<file path="config.mk">
export PLATFORM = sky130hd
export DESIGN_NAME = fetch_unit
export DESIGN_NICKNAME = d
export VERILOG_FILES = /design/src/rtl/fetch_unit_pkg.sv /design/src/rtl/fetch_fifo.sv /design/src/rtl/fetch_unit.sv
export SDC_FILE = /design/constraint.sdc
export NUM_CORES = 1
export LEC_CHECK = 0
export BUFFER_PORTS_ARGS = -buffer_cell sky130_fd_sc_hd__buf_4
export CORE_MARGIN = 5
export CORE_UTILIZATION = 53
export DETAILED_ROUTE_END_ITERATION = 8
export PLACE_DENSITY = 0.73
export SETUP_SLACK_MARGIN = 0.02
export SYNTH_ARGS = -nofsm -noshare
export SYNTH_HDL_FRONTEND = slang
export SYNTH_HIERARCHICAL = 1
export SYNTH_SLANG_ARGS = --single-unit
</file>
<file path="constraint.sdc">
create_clock -name clk -period 10 [get_ports clk]
set_input_delay 2 -clock clk [delete_from_list [all_inputs] [get_ports clk]]
set_output_delay 2 -clock clk [all_outputs]
set_load 0.01 [all_outputs]
</file>
<file path="src/rtl/fetch_unit_pkg.sv">
// Shared types and constants for the instruction fetch stage.
package fetch_unit_pkg;
   localparam int unsigned XLEN    = 64;
   localparam int unsigned INSTR_W = 32;
   localparam int unsigned PC_STEP = 4;
   localparam int unsigned ENTRY_W = XLEN + INSTR_W;

   localparam logic [XLEN-1:0]    RESET_PC_DEF = '0;
   localparam logic [INSTR_W-1:0] NOP          = 32'h0000_0013;

   typedef struct packed {
      logic [XLEN-1:0]    pc;
      logic [INSTR_W-1:0] instr;
   } fetch_entry_t;

   function automatic logic [XLEN-1:0] align_pc(input logic [XLEN-1:0] pc);
      return pc & ~XLEN'(3);
   endfunction
endpackage

</file>
<file path="src/rtl/fetch_fifo.sv">
// Synchronous FIFO of fetched {pc, instr} entries with flush and occupancy count.
module fetch_fifo
   import fetch_unit_pkg::*;
#(
   parameter int unsigned DEPTH = 4
) (
   input  logic                         clk,
   input  logic                         rst,
   input  logic                         flush,
   input  logic                         push,
   input  logic [ENTRY_W-1:0]           wdata,
   input  logic                         pop,
   output logic [ENTRY_W-1:0]           rdata,
   output logic                         empty,
   output logic [$clog2(DEPTH+1)-1:0]   count
);
   localparam int unsigned PTR_W = $clog2(DEPTH);
   localparam int unsigned CNT_W = $clog2(DEPTH + 1);

   logic [ENTRY_W-1:0] mem_q [DEPTH];
   logic [PTR_W-1:0]   wr_ptr_q, wr_ptr_d;
   logic [PTR_W-1:0]   rd_ptr_q, rd_ptr_d;
   logic [CNT_W-1:0]   count_q, count_d;
   logic               do_push, do_pop;

   always_comb begin
      do_pop   = pop && (count_q != '0);
      do_push  = push && ((count_q != CNT_W'(DEPTH)) || do_pop);
      wr_ptr_d = wr_ptr_q;
      rd_ptr_d = rd_ptr_q;
      count_d  = count_q;
      if (flush) begin
         wr_ptr_d = '0;
         rd_ptr_d = '0;
         count_d  = '0;
      end else begin
         if (do_push) wr_ptr_d = wr_ptr_q + PTR_W'(1);
         if (do_pop)  rd_ptr_d = rd_ptr_q + PTR_W'(1);
         count_d = count_q + CNT_W'(do_push) - CNT_W'(do_pop);
      end
   end

   always_ff @(posedge clk) begin
      if (rst) begin
         wr_ptr_q <= '0;
         rd_ptr_q <= '0;
         count_q  <= '0;
      end else begin
         wr_ptr_q <= wr_ptr_d;
         rd_ptr_q <= rd_ptr_d;
         count_q  <= count_d;
      end
   end

   // Storage is not reset; contents are only observed while count is nonzero.
   always_ff @(posedge clk) begin
      if (do_push && !flush) mem_q[wr_ptr_q] <= wdata;
   end

   always_comb begin
      rdata = mem_q[rd_ptr_q];
      empty = (count_q == '0);
      count = count_q;
   end
endmodule

</file>
<file path="src/rtl/fetch_unit.sv">
// Instruction fetch: sequential PC generation, credit-limited memory requests,
// redirect flush with drop of in-flight responses, and a buffered output queue.
module fetch_unit
   import fetch_unit_pkg::*;
#(
   parameter int unsigned     DEPTH    = 4,
   parameter logic [XLEN-1:0] RESET_PC = RESET_PC_DEF
) (
   input  logic               clk,
   input  logic               rst,
   output logic               imem_req_valid,
   output logic [XLEN-1:0]    imem_req_addr,
   input  logic               imem_req_ready,
   input  logic               imem_rsp_valid,
   input  logic [INSTR_W-1:0] imem_rsp_data,
   input  logic               redirect_valid,
   input  logic [XLEN-1:0]    redirect_pc,
   output logic               out_valid,
   output logic [INSTR_W-1:0] out_instr,
   output logic [XLEN-1:0]    out_pc,
   input  logic               out_ready
);
   localparam int unsigned CNT_W = $clog2(DEPTH + 1);
   localparam int unsigned SUM_W = CNT_W + 1;

   logic [XLEN-1:0]    req_pc_q, req_pc_d;
   logic [XLEN-1:0]    rsp_pc_q, rsp_pc_d;
   logic [CNT_W-1:0]   outstanding_q, outstanding_d;
   logic [CNT_W-1:0]   drop_cnt_q, drop_cnt_d;
   logic [CNT_W-1:0]   fifo_count;
   logic [SUM_W-1:0]   credit_used;
   logic [XLEN-1:0]    redirect_tgt;
   logic [ENTRY_W-1:0] fifo_rdata;
   logic               fifo_empty;
   logic               fifo_push;
   logic               req_fire;
   fetch_entry_t       push_entry;
   fetch_entry_t       head;

   // Every accepted request owns a FIFO slot, so pushes can never overflow.
   always_comb begin
      credit_used    = SUM_W'(outstanding_q) + SUM_W'(fifo_count);
      imem_req_valid = !rst && !redirect_valid && (credit_used < SUM_W'(DEPTH));
      imem_req_addr  = req_pc_q;
      req_fire       = imem_req_valid && imem_req_ready;
      redirect_tgt   = align_pc(redirect_pc);
      fifo_push      = imem_rsp_valid && !redirect_valid && (drop_cnt_q == '0);
      push_entry     = '{pc: rsp_pc_q, instr: imem_rsp_data};

      req_pc_d      = req_pc_q;
      rsp_pc_d      = rsp_pc_q;
      drop_cnt_d    = drop_cnt_q;
      outstanding_d = outstanding_q + CNT_W'(req_fire) - CNT_W'(imem_rsp_valid);

      if (req_fire) req_pc_d = req_pc_q + XLEN'(PC_STEP);
      if (imem_rsp_valid) begin
         if (drop_cnt_q != '0) drop_cnt_d = drop_cnt_q - CNT_W'(1);
         else                  rsp_pc_d   = rsp_pc_q + XLEN'(PC_STEP);
      end
      // Everything still in flight after this cycle belongs to the old path.
      if (redirect_valid) begin
         req_pc_d   = redirect_tgt;
         rsp_pc_d   = redirect_tgt;
         drop_cnt_d = outstanding_d;
      end
   end

   always_ff @(posedge clk) begin
      if (rst) begin
         req_pc_q      <= RESET_PC;
         rsp_pc_q      <= RESET_PC;
         outstanding_q <= '0;
         drop_cnt_q    <= '0;
      end else begin
         req_pc_q      <= req_pc_d;
         rsp_pc_q      <= rsp_pc_d;
         outstanding_q <= outstanding_d;
         drop_cnt_q    <= drop_cnt_d;
      end
   end

   fetch_fifo #(.DEPTH(DEPTH)) u_fifo (
      .clk   (clk),
      .rst   (rst),
      .flush (redirect_valid),
      .push  (fifo_push),
      .wdata (push_entry),
      .pop   (out_ready),
      .rdata (fifo_rdata),
      .empty (fifo_empty),
      .count (fifo_count)
   );

   always_comb begin
      head      = fetch_entry_t'(fifo_rdata);
      out_valid = !fifo_empty;
      out_instr = out_valid ? head.instr : NOP;
      out_pc    = head.pc;
   end
endmodule

</file>
# Word-level counts from Yosys, hierarchy flattened
# Memory sizes are Yosys's and may differ from the RTL's. A register that Yosys moved wholly into a read port is not among the register bits.
# Cells that the tools add are included.
[op_classes]
n_eq_ne = 2
magnitude_cmp = 1
shift = 0
bitwise_logic = 1
n_reduce_logical = 23
muxes = 13
n_mul = 0
n_div = 0
addsub = 10
[ops]
columns = ["operator", "count"]
rows = [
  ["$mux 64", 5],
  ["$add 64x3->64 const B", 2],
  ["$mux 32", 1],
  ["$mux 3", 3],
  ["$logic_and 1x1->1", 8],
  ["$add 3x1->3", 2],
  ["$logic_not 3->1", 2],
  ["$reduce_and 2->1", 3],
  ["$reduce_bool 2->1", 3],
  ["$reduce_bool 3->1", 2],
  ["$sub 3x1->3", 2],
  ["$add 2x1->2 const B", 2],
  ["$add 3x3->4", 1],
  ["$lt 4x3->1 const B", 1],
  ["$mux 2", 2],
  ["$logic_not 1->1", 3],
  ["$ne 3x3->1 const B", 1],
  ["$sub 3x1->3 const B", 1],
  ["$mux 1", 2],
  ["$ne 2x2->1 const B", 1],
  ["$reduce_or 2->1", 1],
  ["$logic_or 1x1->1", 1],
  ["$not 1->1", 1],
]
[totals]
output_inout_bits = 162
mem_bits_rw = 384
romBits = 0
in_bits = 102
latchBits = 0
elab_cells = 60
mem_count = 1
ff_bits = 141
[memory_table]
columns = ["memory", "words", "word_bits", "rd", "rd_clocked_by_memory_dff", "write_ports", "line", "rtl"]
rows = [
  ["u_fifo.mem_q", 4, 96, 1, 1, 1, "fetch_fifo.sv:20", "logic [ENTRY_W-1:0] mem_q [DEPTH];"],
]

# Logic depth before layout (Yosys ltp)
[logic_depth]
ltp_word = 7
ltp_mapped = 15
mapped_depth_nobuf = 12

# Cells and area by module
# Netlist, hierarchy kept.
[modules_own_cells]
columns = ["mod", "cells_per_inst", "seq_area_each_um2", "instances", "area_per_inst_um2"]
rows = [
  ["fetch_fifo", 549, 11711.2, 1, 14332.5],
  ["fetch_unit", 970, 2602.5, 1, 7646.1],
]

# Worst setup path after synthesis
# No wires, ideal clock.
[synth_timing]
path_type = "input-to-reg"
from = "input port redirect_valid"
to = "memory u_fifo/mem_q[1][0] (netlist bit), enable pin"
required_ns = 9.312
setup_ns = 0.688
setup_slack_ns = -0.582
stages = 6
path_buffers = 3
arrival_time_ns = 9.894
path_cell_list = "clkbuf_1 > clkbuf_1 > buf_1 > nor2_1 > nand2_4 > nor3b_1"
[synth_via]
elab_chain_cells = 7
[synth_rtl]
columns = ["element", "line", "rtl"]
rows = [
  ["start, declared", "fetch_unit.sv:16", "input logic redirect_valid,"],
  ["$logic_not 1->1", "fetch_unit.sv:47", "fifo_push = imem_rsp_valid && !redirect_valid && (drop_cnt_q == '0);"],
  ["$logic_and 1x1->1 (2 in a row)", "fetch_unit.sv:47", ""],
  ["named net fifo_push", "fetch_unit.sv:35", "logic fifo_push;"],
  ["$logic_and 1x1->1", "fetch_fifo.sv:28", "do_push = push && ((count_q != CNT_W'(DEPTH)) || do_pop);"],
  ["$logic_and 1x1->1", "fetch_fifo.sv:57", "if (do_push && !flush) mem_q[wr_ptr_q] <= wdata;"],
  ["$mux 1", "fetch_fifo.sv:57", ""],
  ["$mux 1 (implied by the code)", "fetch_fifo.sv:57", ""],
  ["end, declared", "fetch_fifo.sv:20", ""],
]
# The timed path passes the listed nets, and every way through them passes these cells.

# Worst setup path after layout
[layout_timing]
from = "input port redirect_valid"
to = "output port imem_req_valid"
[layout_via]
elab_chain_cells = 3
[layout_rtl]
columns = ["element", "line", "rtl"]
rows = [
  ["$logic_not 1->1", "fetch_unit.sv:43", "imem_req_valid = !rst && !redirect_valid && (credit_used < SUM_W'(DEPTH));"],
  ["$logic_and 1x1->1 (2 in a row)", "fetch_unit.sv:43", ""],
  ["end, declared", "fetch_unit.sv:11", "output logic imem_req_valid,"],
]
# No other way between the ends.

==> results_dict.tcl <==
set metrics [dict create \
    status "completed" \
    drc 0 \
    final_nets 1896 \
    cp-start-kind "input pin" \
    ys_warn_count 6 \
    cts_hold_buf 0 \
    crit_path_max_fanout 45 \
    syn_inst 1519 \
    syn_area_per_cell_um2 14.47 \
    clockBufferDepth 3 \
    grt_pass1_vias 14060 \
    synth_edf_count 384 \
    p_leak_nw 8.954 \
    clkTransAtPathRegs_ps 60 \
    yosysMostFrequentCell "edfxtp_1" \
    syn_area_um2 21980 \
    track_usage 0.2396 \
    first_pass_iters 7 \
    synth_ff_type "edfxtp_1" \
    worstSetupPathType "in2out" \
    worstPathRequired_ps 8000 \
    drive_gt1_frac 0.2702 \
    core_um2 40920 \
    power_density_nw_per_um2 186.1 \
    finalSetupTns_ps 0 \
    post_cts_buffers 0 \
    arrival_ps 3390 \
    num-fill-cells 3057 \
    yosys-top-cells-area "edfxtp_1 52%, dfxtp_1 13%, mux4_2 9.8%" \
    setup_viol 0 \
    drt_iter0_markers 1230 \
    layout_setup_ws_ps 4609 \
    maxCapViolations 0 \
    synth_seq_cells 523 \
    dieHeight_um 213.6 \
    htreeDepth 2 \
    ys_types 74 \
    root_buffer "clkbuf_16" \
    period_needed_ps 5391 \
    max_slew_margin 0.1543 \
    pre_cts_ws_ps 4628 \
    fmax_ghz 0.1855 \
    dp.cells 2258 \
    clock_latency_ps 590 \
    synthToLayoutAreaGrowth_pct 19.07 \
    initial_core_util 0.5371 \
    synth_top_area_frac 0.5246 \
    drtAntennaViolNets 0 \
    seq_area_frac_synth 0.6513 \
    finalMaxSlewViolations 0 \
    grt_overflow 0 \
    skew_ps 26.32 \
    numClockSinks 523 \
    post_drt_wl_per_cell_um 23.37 \
    min_path_type "reg2reg" \
    final_hold_viol_count 0 \
    grt_pass1_wl_um 83700 \
    io_buffers 259 \
    die_area_um2 45640 \
    dp_hpwl_um 36310 \
    die_w_um 213.6 \
    rrSetupSlack_ps 6880 \
    routed_wl_um 55020 \
    worst-slew-pin-transition_ps 1259 \
    grt_setup_unrepaired "false" \
    cp-end-kind "output port" \
    ir_drop_v 0.0001136 \
    whs_ps 521.1 \
    viasPerCell 6.067 \
    final_util 0.6395 \
    num_rows 74 \
    cts_repair_resize_count 0 \
    vias 14280 \
    cts_tree "yes" \
    design_area_um2 26170 \
    async_flop_share 0 \
    grt_antenna_before_repair 1 \
    finalPower_mw 4.871 \
    gp_routability_congestion 0.9107 \
    place_area_um2 24410 \
    ios 264 \
    synth_largest_area_cell "edfxtp_1" \
    cts_inserted_buffers 51 \
    synth_common_cells "384 x edfxtp_1, 139 x dfxtp_1, 96 x mux4_2, 88 x nand2_1, 79 x nor2_1" \
    stdcell_count 2354 \
    finalCritPeriodShare 0.5391 \
    grt_max_degree 85 \
]
power by group:
| part | switching (mW) | internal [mW] | leakage, nW |
|---|---|---|---|
| sequential | 0.0776 | 2.40 | 4.65 |
| clock | 0.793 | 1.19 | 0.859 |
| combinational | 0.220 | 0.192 | 3.44 |
state kept, by name (all words and copies together), names as in the netlist, named ones only:
name / count
rsp_pc_q: 62
outstanding_q: 3
imem_req_addr: 62
u_fifo/wr_ptr_q: 2
u_fifo/mem_q: 384
drop_cnt_q: 3
u_fifo/rd_ptr_q: 2
u_fifo/count: 3
routing by layer:
layer	wire, um	share of wire	up-vias	track usage
li1	-	-	6442	-
met1	22830	0.41	7151	0.3377
met2	25180	0.46	580	0.3653
met3	4731	0.086	109	0.05604
met4	2273	0.041	0	0.09781
met5	0	0	-	0
critical path, cell delays in order:
cell and delay, ps:
buf_4 370, buf_4 550, nor4_1 150, and2_1 180
buf_4 140
path summary, 6_finish.rpt:
| path | startpoint | end | depth (start not counted) |
|---|---|---|---|
| hold reg to reg | u_fifo/wr_ptr_q[0] | u_fifo/wr_ptr_q[0] | 2 |
| setup reg to reg | rsp_pc_q[4] | rsp_pc_q[51] | 6 |
| hold / removal | u_fifo/wr_ptr_q[0] | u_fifo/wr_ptr_q[0] | 2 |
| setup / recovery | redirect_valid | imem_req_valid | 5 |
placed cells by master, fill, tap and decap left out, drive strengths merged, types with 26 or more instances in the layout:
master and instances:
o21ai 31, xnor2 54, and3 34, xor2 32, dfxtp 139, nor2 80, nor3 28, clkbuf 66
nand4 57, inv 26, edfxtp 384, nand3 49, buf 281, nor2b 32, mux4 96, nand2 89
a21oi 55
layout make-up:
type	instances	area, um^2	share of cell area
Clock buffer	66	1435	0.05484
Clock inverter	29	317.8	0.01214
Timing Repair Buffer	281	2110	0.08061
Tap cell	532	665.6	0.02544
Antenna cell	1	2.502	0.00009562
Multi-Input combinational cell	895	7216	0.2757
Inverter	27	102.6	0.003920
Sequential cell	523	14320	0.5472
kinds of logic after synthesis:
| family | count (synthesis) | synth area share |
|---|---|---|
| mux | 105 | 0.1027 |
| other cells | 1 | 0.0001706 |
| fa+ha+maj | 15 | 0.009223 |
| simple gates | 459 | 0.1140 |
| compound gates | 220 | 0.06524 |
| flops | 523 | 0.6513 |
| xor+xnor | 86 | 0.03427 |
| buf+inv | 110 | 0.02311 |
Note: power is estimated with default switching activity, not from simulation.
